$ cat config.mk
export PLATFORM = sky130hd
export DESIGN_NAME = sd_spi_reader_flat
export DESIGN_NICKNAME = d
export VERILOG_FILES = /design/src/rtl/sd_spi_pkg.sv /design/src/rtl/sd_spi_reader_if.sv /design/src/rtl/sd_crc16_serial.sv /design/src/rtl/sd_spi_reader.sv /design/src/flat_wrapper.sv
export SDC_FILE = /design/constraint.sdc
export NUM_CORES = 1
export LEC_CHECK = 0
export BUFFER_PORTS_ARGS = -buffer_cell sky130_fd_sc_hd__buf_2
export CAP_MARGIN = 20
export CORE_MARGIN = 4
export CORE_UTILIZATION = 45
export CTS_CLUSTER_SIZE = 8
export DETAILED_ROUTE_END_ITERATION = 16
export GPL_TIMING_DRIVEN = 0
export HOLD_SLACK_MARGIN = 0.05
export PLACE_DENSITY_LB_ADDON = 0.1
export SLEW_MARGIN = 20
export SYNTH_ARGS = -nofsm -noshare
export SYNTH_HDL_FRONTEND = slang
export SYNTH_HIERARCHICAL = 1
export SYNTH_SLANG_ARGS = --single-unit
$ cat constraint.sdc
create_clock -name clk -period 2.25 [get_ports clk]
set_clock_uncertainty 0.15 [all_clocks]
set_input_delay 0.1125 -clock clk [delete_from_list [all_inputs] [get_ports clk]]
set_output_delay 0.1125 -clock clk [all_outputs]
set_load 0.01 [all_outputs]
$ cat src/rtl/sd_spi_pkg.sv
// sd_spi_pkg: shared FSM encodings and CRC16-CCITT helper for the SD SPI read path.
// Used by sd_spi_reader and sd_crc16_serial.
package sd_spi_pkg;

    localparam logic [2:0] S_IDLE  = 3'd0;
    localparam logic [2:0] S_SETUP = 3'd1;
    localparam logic [2:0] S_SHIFT = 3'd2;
    localparam logic [2:0] S_HOLD  = 3'd3;
    localparam logic [2:0] S_CRC   = 3'd4;
    localparam logic [2:0] S_DONE  = 3'd5;

    localparam logic [15:0] CRC16_POLY = 16'h1021;

    function automatic logic [15:0] crc16_step(
        input logic [15:0] crc,
        input logic        bit_in
    );
        logic fb;
        fb = crc[15] ^ bit_in;
        crc16_step = {crc[14:0], 1'b0} ^ (fb ? CRC16_POLY : 16'h0000);
    endfunction

endpackage

$ cat src/rtl/sd_spi_reader_if.sv
// sd_spi_reader_if: host-side word handshake plus SD card SPI pins.
// master = the reader block, slave = host/consumer and card.
interface sd_spi_reader_if #(
    parameter int WORD_W = 16
);
    logic              start;
    logic [7:0]        num_words;
    logic              data_ready;
    logic [WORD_W-1:0] data_out;
    logic              data_valid;
    logic              busy;
    logic              done;
    logic              crc_err;
    logic              sclk;
    logic              mosi;
    logic              cs;
    logic              miso;

    modport master (
        input  start, num_words, data_ready, miso,
        output data_out, data_valid, busy, done, crc_err,
        output sclk, mosi, cs
    );

    modport slave (
        output start, num_words, data_ready, miso,
        input  data_out, data_valid, busy, done, crc_err,
        input  sclk, mosi, cs
    );
endinterface

$ cat src/rtl/sd_crc16_serial.sv
// sd_crc16_serial: bit-serial CRC16-CCITT (poly 0x1021, init 0) accumulator.
module sd_crc16_serial
    import sd_spi_pkg::*;
(
    input  logic        clk,
    input  logic        rst_n,
    input  logic        bit_in,
    input  logic        bit_en,
    input  logic        clear,
    output logic [15:0] crc
);
    logic [15:0] r_crc;

    always_ff @(posedge clk or negedge rst_n) begin
        if (!rst_n) begin
            r_crc <= 16'h0000;
        end else if (clear) begin
            r_crc <= 16'h0000;
        end else if (bit_en) begin
            r_crc <= crc16_step(r_crc, bit_in);
        end
    end

    assign crc = r_crc;
endmodule

$ cat src/rtl/sd_spi_reader.sv
// sd_spi_reader: SPI mode-0 burst reader, one word per valid/ready handshake.
// Define SD_READ_CRC_EN to read and check a trailing CRC16 word after the burst.
module sd_spi_reader
    import sd_spi_pkg::*;
#(
    parameter int CLK_DIV = 4,
    parameter int WORD_W  = 16
) (
    input logic             clk,
    input logic             rst_n,
    sd_spi_reader_if.master bus
);
    localparam int H  = CLK_DIV / 2;
    localparam int CW = ($clog2(H) > 0) ? $clog2(H) : 1;
    localparam int BW = $clog2(WORD_W + 1);

    logic [2:0]        r_state;
    logic [CW-1:0]     r_cnt;
    logic [BW-1:0]     r_bits;
    logic [7:0]        r_words;
    logic [WORD_W-1:0] r_shreg;
    logic [WORD_W-1:0] r_data;
    logic              r_sclk;
    logic              r_cs;
    logic              r_valid;
    logic              r_busy;
    logic              r_done;

    logic w_run;
    logic w_tick;
    logic w_shift;
    logic w_rise;
    logic w_word_end;
    logic w_accept;
    logic w_start_ok;

    assign w_start_ok = (r_state == S_IDLE) && bus.start
                        && (bus.num_words != 8'd0);
`ifdef SD_READ_CRC_EN
    assign w_shift = (r_state == S_SHIFT) || (r_state == S_CRC);
`else
    assign w_shift = (r_state == S_SHIFT);
`endif
    assign w_run = (r_state == S_SETUP) || w_shift || (r_state == S_DONE);
    assign w_tick = w_run && (r_cnt == CW'(H - 1));
    assign w_rise = w_shift && w_tick && !r_sclk;
    assign w_word_end = w_shift && w_tick && r_sclk
                        && (r_bits == BW'(WORD_W));
    assign w_accept = (r_state == S_HOLD) && r_valid && bus.data_ready;

    always_ff @(posedge clk or negedge rst_n) begin
        if (!rst_n) begin
            r_state <= S_IDLE;
            r_cnt   <= '0;
            r_bits  <= '0;
            r_words <= 8'd0;
            r_shreg <= '0;
            r_data  <= '0;
            r_sclk  <= 1'b0;
            r_cs    <= 1'b1;
            r_valid <= 1'b0;
            r_busy  <= 1'b0;
            r_done  <= 1'b0;
        end else begin
            r_done <= 1'b0;
            // every state change happens on a tick or from an untimed state,
            // so the half-period counter is always zero on state entry
            r_cnt <= (w_run && !w_tick) ? r_cnt + CW'(1) : '0;
            if (w_shift && w_tick) r_sclk <= ~r_sclk;
            if (w_rise) begin
                r_shreg <= {r_shreg[WORD_W-2:0], bus.miso};
                r_bits  <= r_bits + BW'(1);
            end
            if (w_word_end) r_bits <= '0;
            unique case (r_state)
                S_IDLE: begin
                    if (w_start_ok) begin
                        r_cs    <= 1'b0;
                        r_busy  <= 1'b1;
                        r_words <= bus.num_words;
                        r_state <= S_SETUP;
                    end
                end
                S_SETUP: begin
                    if (w_tick) r_state <= S_SHIFT;
                end
                S_SHIFT: begin
                    if (w_word_end) begin
                        r_data  <= r_shreg;
                        r_valid <= 1'b1;
                        r_state <= S_HOLD;
                    end
                end
                S_HOLD: begin
                    if (w_accept) begin
                        r_valid <= 1'b0;
                        r_words <= r_words - 8'd1;
                        if (r_words != 8'd1) begin
                            r_state <= S_SHIFT;
                        end else begin
`ifdef SD_READ_CRC_EN
                            r_state <= S_CRC;
`else
                            r_cs    <= 1'b1;
                            r_state <= S_DONE;
`endif
                        end
                    end
                end
`ifdef SD_READ_CRC_EN
                S_CRC: begin
                    if (w_word_end) begin
                        r_cs    <= 1'b1;
                        r_state <= S_DONE;
                    end
                end
`endif
                S_DONE: begin
                    if (w_tick) begin
                        r_busy  <= 1'b0;
                        r_done  <= 1'b1;
                        r_state <= S_IDLE;
                    end
                end
                default: r_state <= S_IDLE;
            endcase
        end
    end

`ifdef SD_READ_CRC_EN
    logic [15:0] w_crc;
    logic        r_crc_err;

    sd_crc16_serial u_crc (
        .clk    (clk),
        .rst_n  (rst_n),
        .bit_in (bus.miso),
        .bit_en (w_rise && (r_state == S_SHIFT)),
        .clear  (w_start_ok),
        .crc    (w_crc)
    );

    always_ff @(posedge clk or negedge rst_n) begin
        if (!rst_n) begin
            r_crc_err <= 1'b0;
        end else if (w_start_ok) begin
            r_crc_err <= 1'b0;
        end else if ((r_state == S_CRC) && w_word_end) begin
            r_crc_err <= (r_shreg[15:0] != w_crc);
        end
    end

    assign bus.crc_err = r_crc_err;
`else
    assign bus.crc_err = 1'b0;
`endif

    assign bus.data_out   = r_data;
    assign bus.data_valid = r_valid;
    assign bus.busy       = r_busy;
    assign bus.done       = r_done;
    assign bus.sclk       = r_sclk;
    assign bus.cs         = r_cs;
    assign bus.mosi       = 1'b1;
endmodule
$ cat src/flat_wrapper.sv
// flat-port wrapper written by rule: the top's interface ports become plain ports
module sd_spi_reader_flat import sd_spi_pkg::*;
#(
    parameter int CLK_DIV = 4,
    parameter int WORD_W  = 16
)
  (clk, rst_n, bus_start, bus_num_words, bus_data_ready, bus_miso, bus_data_out, bus_data_valid, bus_busy, bus_done, bus_crc_err, bus_sclk, bus_mosi, bus_cs);
  sd_spi_reader_if #(.WORD_W(WORD_W)) bus_i ();
  input logic clk;
  input logic rst_n;
  input wire logic [$bits(bus_i.start)-1:0] bus_start;
  input wire logic [$bits(bus_i.num_words)-1:0] bus_num_words;
  input wire logic [$bits(bus_i.data_ready)-1:0] bus_data_ready;
  input wire logic [$bits(bus_i.miso)-1:0] bus_miso;
  output wire logic [$bits(bus_i.data_out)-1:0] bus_data_out;
  output wire logic [$bits(bus_i.data_valid)-1:0] bus_data_valid;
  output wire logic [$bits(bus_i.busy)-1:0] bus_busy;
  output wire logic [$bits(bus_i.done)-1:0] bus_done;
  output wire logic [$bits(bus_i.crc_err)-1:0] bus_crc_err;
  output wire logic [$bits(bus_i.sclk)-1:0] bus_sclk;
  output wire logic [$bits(bus_i.mosi)-1:0] bus_mosi;
  output wire logic [$bits(bus_i.cs)-1:0] bus_cs;
  assign bus_i.start = bus_start;
  assign bus_i.num_words = bus_num_words;
  assign bus_i.data_ready = bus_data_ready;
  assign bus_i.miso = bus_miso;
  assign bus_data_out = bus_i.data_out;
  assign bus_data_valid = bus_i.data_valid;
  assign bus_busy = bus_i.busy;
  assign bus_done = bus_i.done;
  assign bus_crc_err = bus_i.crc_err;
  assign bus_sclk = bus_i.sclk;
  assign bus_mosi = bus_i.mosi;
  assign bus_cs = bus_i.cs;
  sd_spi_reader #(.CLK_DIV(CLK_DIV), .WORD_W(WORD_W)) u_core (.clk(clk), .rst_n(rst_n), .bus(bus_i));
endmodule
Word-level counts from Yosys, hierarchy flattened
Cells that the tools add are included.
{"block": "totals", "regBits": 54, "input_bits": 13, "output_inout_bits": 23, "wordCells": 78}
{"block": "op_classes", "add_sub_neg": 3, "eq_ne": 12, "mux": 25, "bitwise": 1, "n_reduce_logical": 26}
{"operator": "$mux 3", "n": 6}
{"operator": "$mux 8", "n": 2}
{"operator": "$pmux 8 s2", "n": 1}
{"operator": "$pmux 3 s5", "n": 1}
{"operator": "$logic_and 1x1->1", "n": 10}
{"operator": "$mux 1", "n": 10}
{"operator": "$mux 5", "n": 2}
{"operator": "$reduce_and 3->1", "n": 3}
{"operator": "$ne 2x1->1 const B", "n": 4}
{"operator": "$ne 8x1->1 const B", "n": 1}
{"operator": "$reduce_bool 2->1", "n": 4}
{"operator": "$reduce_bool 8->1", "n": 1}
{"operator": "$sub 8x1->8 const B", "n": 1}
{"operator": "$eq 3x2->1 const B", "n": 2}
{"operator": "$pmux 1 s2", "n": 3}
{"operator": "$add 5x1->5 const B", "n": 1}
{"operator": "$eq 5x5->1 const B", "n": 1}
{"operator": "$reduce_and 5->1", "n": 1}
{"operator": "$ne 2x2->1 const B", "n": 2}
{"operator": "$reduce_and 4->1", "n": 1}
{"operator": "$eq 3x1->1 const B", "n": 1}
{"operator": "$eq 3x3->1 const B", "n": 1}
{"operator": "$logic_not 3->1", "n": 1}
{"operator": "$logic_not 1->1", "n": 2}
{"operator": "other kinds (4)", "n": 5}

Depth between registers and ports, before layout
Gate-level depths: netlist (run 1).
{"block": "depth", "ltp_word": 9, "mapped_depth": 7}

Worst setup path before layout (run 1)
OpenSTA, ideal clock, no wires.
{"block": "synth_timing", "path_type": "flip-flop to flip-flop", "start": "register u_core.r_words[0]", "end": "register u_core.r_words[6]", "arrival_ns": 1.649, "path_slack_ns": 0.330, "path_stages_with_launch": 7, "path_buffers": 0, "synth_period_minus_slack_ns": 1.920, "cell_sequence": "dfrtp_1 inv_1 ha_1 or4b_2 nor2_1 a31oi_1 o22a_1"}
{"block": "synth_via", "elab_chain_len": 3}
{"item": "start, declared", "line_no": "sd_spi_reader.sv:20", "rtl": "logic [7:0] r_words;"}
{"item": "start signal, assigned", "line_no": "sd_spi_reader.sv:80", "rtl": "r_words <= bus.num_words;"}
{"item": "start signal, assigned", "line_no": "sd_spi_reader.sv:97", "rtl": "r_words <= r_words - 8'd1;"}
{"item": "$sub 8x1->8", "line_no": "sd_spi_reader.sv:97"}
{"item": "$mux 8", "line_no": "sd_spi_reader.sv:95", "rtl": "if (w_accept) begin"}
{"item": "$pmux 8 s2", "line_no": "sd_spi_reader.sv:75", "rtl": "unique case (r_state)"}
No other way between the ends. The select of a mux whose other input is x is not followed.
A chain may end at the register's enable or synchronous reset.

Worst setup path after layout (run 1)
Same ends and word-level chain as after synthesis.

==> flow_metrics.tcl, run 1 <==
set metrics [dict create \
    hold_violations 0 \
    yosysTopAreaCell "dfrtp_1" \
    peakVddDrop_v 0.000439 \
    cp_cell_sequence "inv_1 -> ha_1 -> or4b_2 -> nor2_1 -> a31oi_1 -> o22a_1" \
    endpoint_kind "register" \
    clockBufferDepth 2 \
    htreeDepth 2 \
    syn2layout_area_growth_pct 17.7 \
    start_util 0.476 \
    dieArea_um2 6790 \
    path_class "reg -> reg" \
    final.setup.tns_ns 0 \
    nNetsFinal 264 \
    hpwlAfterDp_um 3050 \
    coreArea_um2 5240 \
    fmax_ghz 0.482 \
    drt-pass1-iter-count 4 \
    portBuffers 33 \
    yosys.area.top_type_share 0.532 \
    final_common_cell "dfrtp_1" \
    synthArstFlopShare 1.00 \
    crit_required_ns 2.29 \
    critPathTopFamily "simple AND/OR/NAND/NOR gates" \
    drt_iter0_drc 137 \
    syn_avg_cell_area_um2 12.5 \
    n_antenna_cell 0 \
    multiInputGateArea_um2 1040 \
    setup_ws_ns 0.177 \
    grt_pass1_wl_um 7710 \
    outcome "finished clean" \
    post-route-min-period_ns 2.07 \
    antenna_found_initial 0 \
    setup_viol 0 \
    postSynthCellCount 199 \
    final_cell_mix "dfrtp_1, buf_2, mux2_2" \
    critical_path_buf_inv_count 1 \
    cts_root_buf "clkbuf_8" \
    min_period_over_period 0.922 \
    grt_usage 0.148 \
    grt_max_degree 55 \
    worstSkewPairLatency_ns 0.30 \
    leakage_nw 1.43 \
    hold_path.class "in -> reg" \
    ys_seq_area_frac 0.543 \
    yosys_warnings 6 \
    cpMaxStageDelayCell "or4b_2" \
    regArea_um2 1350 \
    via_per_inst 5.21 \
    syn-cell-area_um2 2490 \
    critPathLaunchType "register" \
    postCtsHoldBufs 8 \
    ctsResizeCount 0 \
    path_max_fanout 5 \
    post_cts.repair.setup_buffers 0 \
    ys_types 46 \
    worstPathArrival_ns 2.12 \
    io_pins 36 \
    routedWlPerCell_um 13.7 \
    total_power_mw 2.71 \
    synth-edff-count 0 \
    slew_viol_final 0 \
    die_x_um 82.4 \
    place_ws_ns 0.187 \
    synth_top_cells_by_area "dfrtp_1, mux2_2, nor2_1" \
    n_fill_cell 443 \
    worst_slew_pin_slew_ns 0.666 \
    cts_made_buffers 5 \
    drtAntennaViolNets 0 \
    rsz0062_at_grt "false" \
    drc 0 \
    place_congestion 0.845 \
    synth_seq_cells 54 \
    synth_ff_type "dfrtp_1" \
    wirelength_um 4340 \
    row_count 26 \
    gr-total-overflow 0 \
    cts_tree "built" \
    syn-num-nets 216 \
    chipHeight_um 82.4 \
    clk_pin_slew_ns 0.09 \
    drive_above_1_share 0.391 \
    maxCapViolCount 0 \
    cts_sinks 54 \
    relSlewSlack 0.556 \
    vias 1656 \
    grt_pass1_vias 1673 \
    powerDensity_nw_per_um2 923 \
    max_stage_delay_ns 0.63 \
]
[Yosys cell counts, types with 4 or more instances]
cell type and number:
inv_1 9, a21oi_1 7, nand2_1 9, nor2_1 14, buf_2 4, mux2_2 34
ha_1 4, dfrtp_1 53, nand3_1 4, o21ai_0 5
[path summary, 6_finish.rpt]
check | slack (ns) | cells after the start | to | startpoint
worst max-delay path | 0.18 | 6 | u_core/r_words[6] | u_core/r_words[0]
worst min-delay path | 0.07 | 3 | u_core/r_words[2] | bus_num_words[2]
worst max register to register | 0.18 | 6 | u_core/r_words[6] | u_core/r_words[0]
worst min register to register | 0.35 | 2 | u_core/bus.busy | u_core/bus.busy
max in group asynchronous | 1.28 | 2 | u_core/bus.data_out[14] | rst_n
min in group asynchronous | 0.23 | 2 | u_core/r_words[6] | rst_n
[worst min-delay path: stages]
cell and delay (ns):
buf_2 0.08, o21ai_0 0.09, a22oi_2 0.18
[power breakdown]
group	total (mW)	leakage, nW	switching, mW	internal [mW]
sequential	1.36	0.700	0.194	1.16
clock	0.584	0.0544	0.302	0.282
combinational	0.766	0.674	0.381	0.385
[logic make-up (layout without fill, tap and decap cells)]
group | Yosys count | after routing | share of synthesized area
buffers and inverters | 19 | 68 | 0.0412
xor gates and xnor gates | 3 | 3 | 0.0105
muxes | 36 | 36 | 0.164
other | 2 | 2 | 0.00301
DFF | 54 | 54 | 0.543
adders and majority gates | 4 | 4 | 0.0201
and+or+nand+nor | 49 | 49 | 0.122
AOI/OAI and AO/OA | 32 | 32 | 0.0964
[state kept, by name, indices dropped and copies added (netlist names), 3 cells and up]
name and cells:
u_core/r_bits 5, u_core/r_shreg 16, u_core/r_state 3, u_core/bus.data_out 16, u_core/r_words 8
[routing by layer]
layer	GRT usage	part of all wire	vias to the layer above
met2	0.240	0.48	31
met3	0.0358	0.051	8
li1	-	-	818
met1	0.194	0.45	799
met4	0.0498	0.015	0
met5	0	0	-
[stage by stage]
step	hold WS [ns]	util	cell area (um2)	cells
after global routing	0.0887	0.560	2930	318
after CTS	0.0611	0.560	2930	318
final	0.0705	0.560	2930	318
after floorplan	-0.333	-	2490	199
after detailed placement	0.0445	0.524	2750	302
after global placement	0.213	0.524	2740	302
[final cells by class]
| type | count | share of cell area |
|---|---|---|
| Sequential cell | 54 | 0.461 |
| Multi-Input combinational cell | 126 | 0.353 |
| Timing Repair Buffer | 41 | 0.0845 |
| Clock buffer | 7 | 0.0329 |
| Tap cell | 70 | 0.0299 |
| Buffer | 10 | 0.0235 |
| Inverter | 9 | 0.0115 |
| Clock inverter | 1 | 0.00299 |
No activity file was read; power rests on OpenSTA's default activity.
==> inputs of run 2 (changes only) <==
--- a/config.mk
+++ b/config.mk
@@ -13,7 +13,7 @@
 export DETAILED_ROUTE_END_ITERATION = 16
 export GPL_TIMING_DRIVEN = 0
 export HOLD_SLACK_MARGIN = 0.05
-export PLACE_DENSITY_LB_ADDON = 0.1
+export PLACE_DENSITY = 0.65
 export SLEW_MARGIN = 20
 export SYNTH_ARGS = -nofsm -noshare
 export SYNTH_HDL_FRONTEND = slang
==> run 2 against run 1 <==
Compared with the run above: cell count is the same; global-route usage is essentially flat; sequential share of layout area shrank 0.12 points; die area is the same; largest cell class unchanged; critical path depth is the same; power grew 2.5%; register-to-register slack is essentially flat; combinational power is essentially flat.
==> flow_metrics.tcl, run 2 (same netlist as run 1, synthesis figures left out) <==
set metrics [dict create \
    clk_pin_slew_ns 0.09 \
    path_class "reg -> reg" \
    coreArea_um2 5240 \
    hold_violations 0 \
    cpMaxStageDelayCell "or4b_2" \
    critical_path_buf_inv_count 1 \
    drc 0 \
    dieArea_um2 6790 \
    worstPathArrival_ns 2.12 \
    p_sw_frac 0.321 \
    antenna_found_initial 0 \
    final.setup.tns_ns 0 \
    gr-total-overflow 0 \
    relSlewSlack 0.558 \
    worst_slew_pin_slew_ns 0.663 \
    place_congestion 0.800 \
    portBuffers 33 \
    p_sw_mw 0.891 \
    drt-pass1-iter-count 4 \
    p_clk_frac 0.234 \
    pwr-share-comb 0.277 \
    path_max_fanout 5 \
    hpwlAfterDp_um 2960 \
    grt_pass1_wl_um 7650 \
    syn2layout_area_growth_pct 18.0 \
    powerDensity_nw_per_um2 943 \
    worstSkewPairLatency_ns 0.30 \
    post_cts.repair.setup_buffers 0 \
    leakage_nw 1.43 \
    grt_max_degree 55 \
    final_common_cell "dfrtp_1" \
    timing.hold.ws_ns 0.0778 \
    peakVddDrop_v 0.000431 \
    chipHeight_um 82.4 \
    timing.reg2reg.setup_slack_ns 0.18 \
    fin_area_um2 2940 \
    setup_viol 0 \
    fmax_ghz 0.483 \
    grt_pass1_vias 1638 \
    rsz0062_at_grt "false" \
    io_pins 36 \
    hold_path.class "in -> reg" \
    cts_tree "built" \
    max_stage_delay_ns 0.63 \
    power.internal_mw 1.88 \
    final_cell_mix "dfrtp_1, buf_2, mux2_2" \
    drtAntennaViolNets 0 \
    maxCapViolCount 0 \
    cts_root_buf "clkbuf_8" \
    clockBufferDepth 2 \
    min_period_over_period 0.921 \
    post-route-min-period_ns 2.07 \
    nNetsFinal 264 \
    outcome "finished clean" \
    via_per_inst 5.21 \
    cts_sinks 54 \
    crit_required_ns 2.30 \
    routedWlPerCell_um 13.8 \
    htreeDepth 2 \
    slew_viol_final 0 \
    die_x_um 82.4 \
    cts_made_buffers 5 \
    drt_iter0_drc 57 \
    grt_usage 0.148 \
    endpoint_kind "register" \
    vias 1657 \
    start_util 0.476 \
    critPathLaunchType "register" \
    n_fill_cell 469 \
    wirelength_um 4380 \
    placed_cell_area_um2 2750 \
    row_count 26 \
    postCtsHoldBufs 8 \
    finish.utilization 0.561 \
    critPathTopFamily "simple AND/OR/NAND/NOR gates" \
    cp_cell_sequence "inv_1 -> ha_1 -> or4b_2 -> nor2_1 -> a31oi_1 -> o22a_1" \
    drive_above_1_share 0.391 \
    n_antenna_cell 0 \
    ctsResizeCount 0 \
    p_seq_frac 0.489 \
]
run 2: cell types whose count changed in the layout (fill, tap and decap cells not counted), sizes merged:
cell    change
bufinv      +1
inv         +1
clkbuf      -2
run 2: area by class of cell:
cell class | instances | area (um2) | area share
inverters | 9 | 33.8 | 0.0115
clock buffers | 5 | 68.8 | 0.0234
flip-flops and latches | 54 | 1350 | 0.460
well taps | 70 | 87.6 | 0.0298
clock inverters | 3 | 43.8 | 0.0149
multi-input cells | 126 | 1040 | 0.352
repair buffers | 41 | 248 | 0.0843
plain buffers | 10 | 68.8 | 0.0234
run 2: power by group through the flow:
stage,sequential [mW],combinational (mW),clock (mW)
6_report,1.36,0.767,0.650
5_1_grt,1.40,0.870,0.716
4_1_cts,1.36,0.779,0.675
3_5_place_dp,1.37,0.763,0
3_3_place_gp,1.37,0.745,0
2_1_floorplan,1.33,0.603,0
run 2: final timing paths:
| path | startpoint | depth (start not counted) | to |
|---|---|---|---|
| max | u_core/r_words[0] | 6 | u_core/r_words[6] |
| min | bus_num_words[2] | 3 | u_core/r_words[2] |
| max reg2reg | u_core/r_words[0] | 6 | u_core/r_words[6] |
| min reg2reg | u_core/r_words[7] | 1 | u_core/r_words[7] |
| max in group asynchronous | rst_n | 2 | u_core/r_state[0] |
| min in group asynchronous | rst_n | 2 | u_core/r_words[2] |
run 2: per-layer routing:
metal	share of wire	global-route usage	vias up
met5	0	0	-
met4	0.011	0.0498	0
met3	0.051	0.0401	4
met2	0.47	0.232	30
met1	0.47	0.198	811
li1	-	-	812
run 2: worst register-to-register path: stages, from the launching register on:
cell and delay, ns:
dfrtp_1 0.43, inv_1 0.09, ha_1 0.21, or4b_2 0.63, nor2_1 0.15, a31oi_1 0.10
o22a_1 0.21
run 2: metrics by stage:
step	power [mW]	setup slack, ns	instances
after floorplan	1.93	0.330	199
after global placement	2.12	0.211	302
after detailed placement	2.14	0.204	302
after CTS	2.81	0.185	318
after global routing	2.98	0.0376	318
final	2.77	0.179	318
==> inputs of run 3 (changes only) <==
--- a/config.mk
+++ b/config.mk
@@ -17,5 +17,4 @@
 export SLEW_MARGIN = 20
 export SYNTH_ARGS = -nofsm -noshare
 export SYNTH_HDL_FRONTEND = slang
-export SYNTH_HIERARCHICAL = 1
 export SYNTH_SLANG_ARGS = --single-unit
==> run 3 against run 2 <==
Compared with the run above: clock-buffer cell count grew 1; routed wire length grew 9.0%; sequential share of layout area down 0.98 points; fmax down 0.55%; combinational power shrank 13%; core utilization shrank 1.6 points; largest cell class unchanged; hold slack got worse by 0.0044 ns; worst setup slack worse by 0.011 ns; largest power group unchanged; cell count rose by 3.8%; critical endpoint is now u_core.r_words[6]; non-clock buffer count increased by 3; synthesized cell count grew 4.5%.
==> flow_metrics.tcl, run 3 <==
set metrics [dict create \
    outcome "finished clean" \
    hold_path.class "in -> reg" \
    yosys-mux-area-fraction 0.149 \
    cpMaxStageDelayCell "or3b_2" \
    final.setup.tns_ns 0 \
    synth_ff_type "dfrtp_1" \
    antenna_found_initial 0 \
    via_per_inst 5.32 \
    relSlewSlack 0.557 \
    yosysTopAreaCell "dfrtp_1" \
    final_cells 330 \
    grt_max_degree 55 \
    syn2layout_area_growth_pct 17.5 \
    synth.top_cells.by_count "dfrtp_1, mux2_2, nand2_1" \
    hold_violations 0 \
    drtAntennaViolNets 0 \
    max_stage_delay_ns 0.49 \
    syn-cell-area_um2 2550 \
    drive_above_1_share 0.388 \
    peakVddDrop_v 0.000513 \
    coreArea_um2 5510 \
    placed_cells 313 \
    wirelength_um 4770 \
    syn-num-nets 225 \
    post-route-min-period_ns 2.08 \
    clk_pin_slew_ns 0.10 \
    cts_tree "built" \
    crit_required_ns 2.29 \
    min_period_over_period 0.926 \
    setup_ws_ns 0.167 \
    grt_usage 0.147 \
    finish.utilization 0.545 \
    post_cts.repair.setup_buffers 0 \
    io_pins 36 \
    cts_root_buf "clkbuf_8" \
    synth_top_family_by_area "multiplexers" \
    setup_viol 0 \
    synth-simple-area-share 0.129 \
    cts_made_buffers 5 \
    row_count 27 \
    worstSkewPairLatency_ns 0.30 \
    endpoint_kind "register" \
    final_cell_mix "dfrtp_1, buf_2, mux2_2" \
    routedWlPerCell_um 14.5 \
    path_max_fanout 5 \
    synth-xor-area-share 0.0137 \
    start_util 0.464 \
    synthAdderAreaFrac 0.0196 \
    htreeDepth 2 \
    rsz0062_at_grt "false" \
    worstPathArrival_ns 2.13 \
    leakage_nw 1.46 \
    powerDensity_nw_per_um2 837 \
    slew_viol_final 0 \
    place_ws_ns 0.187 \
    yosys.area.top_type_share 0.519 \
    die_x_um 83.4 \
    n_antenna_cell 0 \
    cp_cell_sequence "inv_1 -> ha_1 -> or3b_2 -> or3_1 -> o22ai_1 -> a22oi_2" \
    synthArstFlopShare 1.00 \
    synth-edff-count 0 \
    portBuffers 33 \
    dieArea_um2 6950 \
    clockBufferDepth 2 \
    critPathLaunchType "register" \
    drt_iter0_drc 142 \
    synth-compound-area-share 0.106 \
    place_congestion 0.869 \
    postSynthCellCount 208 \
    final_common_cell "dfrtp_1" \
    ys_seq_area_frac 0.529 \
    path_class "reg -> reg" \
    drt-pass1-iter-count 4 \
    n_fill_cell 487 \
    gr-total-overflow 0 \
    yosysMostFrequentCell "dfrtp_1" \
    drc 0 \
    grt_pass1_vias 1729 \
    yosys_warnings 0 \
    worst_slew_pin_slew_ns 0.665 \
    syn_avg_cell_area_um2 12.3 \
    ys_types 53 \
    cts_sinks 54 \
    fmax_ghz 0.480 \
    ctsResizeCount 0 \
    synth_seq_cells 54 \
    nNetsFinal 274 \
    vias 1754 \
    chipHeight_um 83.4 \
    grt_pass1_wl_um 8320 \
    maxCapViolCount 0 \
    synth_top_cells_by_area "dfrtp_1, mux2_2, ha_1" \
    hpwlAfterDp_um 3250 \
]
[run 3: per-layer routing]
layer / vias up / track usage / wire length, um
met2: 44 / 0.218 / 2140
met3: 5 / 0.0456 / 267
li1: 844 / - / -
met4: 0 / 0.0446 / 65
met1: 861 / 0.207 / 2300
met5: - / 0 / 0
[run 3: logic make-up after synthesis]
group,after synthesis
multiplexers,34
AND/OR/NAND/NOR,52
adder cells (fa/ha/maj),4
AO/OA/AOI/OAI,36
buffers and inverters,22
other,2
XOR/XNOR,4
flip-flops,54
[run 3: final timing paths]
| check | from | to | slack [ns] | depth (start not counted) |
|---|---|---|---|---|
| setup reg to reg | u_core.r_words[0] | u_core.r_words[6] | 0.17 | 6 |
| hold reg to reg | u_core.r_bits[3] | u_core.r_bits[3] | 0.35 | 1 |
| max in group asynchronous | rst_n | u_core.r_bits[4] | 1.28 | 2 |
| setup / recovery | u_core.r_words[0] | u_core.r_words[6] | 0.17 | 6 |
| min in group asynchronous | rst_n | u_core.r_words[4] | 0.22 | 2 |
| hold / removal | bus_num_words[2] | u_core.r_words[2] | 0.07 | 3 |
[run 3: per-stage QoR]
step | power, mW | instance area (um2) | hold slack [ns]
finish | 2.51 | 3000 | 0.0734
global route | 2.70 | 3000 | 0.0590
CTS | 2.54 | 3000 | 0.0566
detailed placement | 1.94 | 2810 | 0.0464
global placement | 1.93 | 2810 | 0.198
floorplan | 1.76 | 2550 | -0.333
[run 3: where the power goes]
group	leakage, nW	internal (mW)	switching (mW)
Sequential	0.695	1.11	0.158
Clock	0.0514	0.254	0.319
Combinational	0.714	0.317	0.351
[run 3: cell type report]
cell class | instances | area (um2) | area share
Buffer | 12 | 90.1 | 0.0300
Clock buffer | 6 | 82.6 | 0.0275
Clock inverter | 2 | 17.5 | 0.00583
Inverter | 10 | 37.5 | 0.0125
Multi-Input combinational cell | 132 | 1070 | 0.358
Sequential cell | 54 | 1350 | 0.450
Tap cell | 72 | 90.1 | 0.0300
Timing Repair Buffer | 42 | 258 | 0.0858
[run 3: worst max-delay path: cells and delay by family, from the launching register on]
family,cells,cell delay [ns]
AND/OR/NAND/NOR,2,0.84
AO/OA/AOI/OAI,2,0.27
flip-flops,1,0.43
adder cells (fa/ha/maj),1,0.20
buffers and inverters,1,0.09
[run 3: timing repair]
item,4_1_cts,5_1_grt
hold endpoints to repair,61,0
endpoints found under the setup margin,0,0
hold buffers,9,0
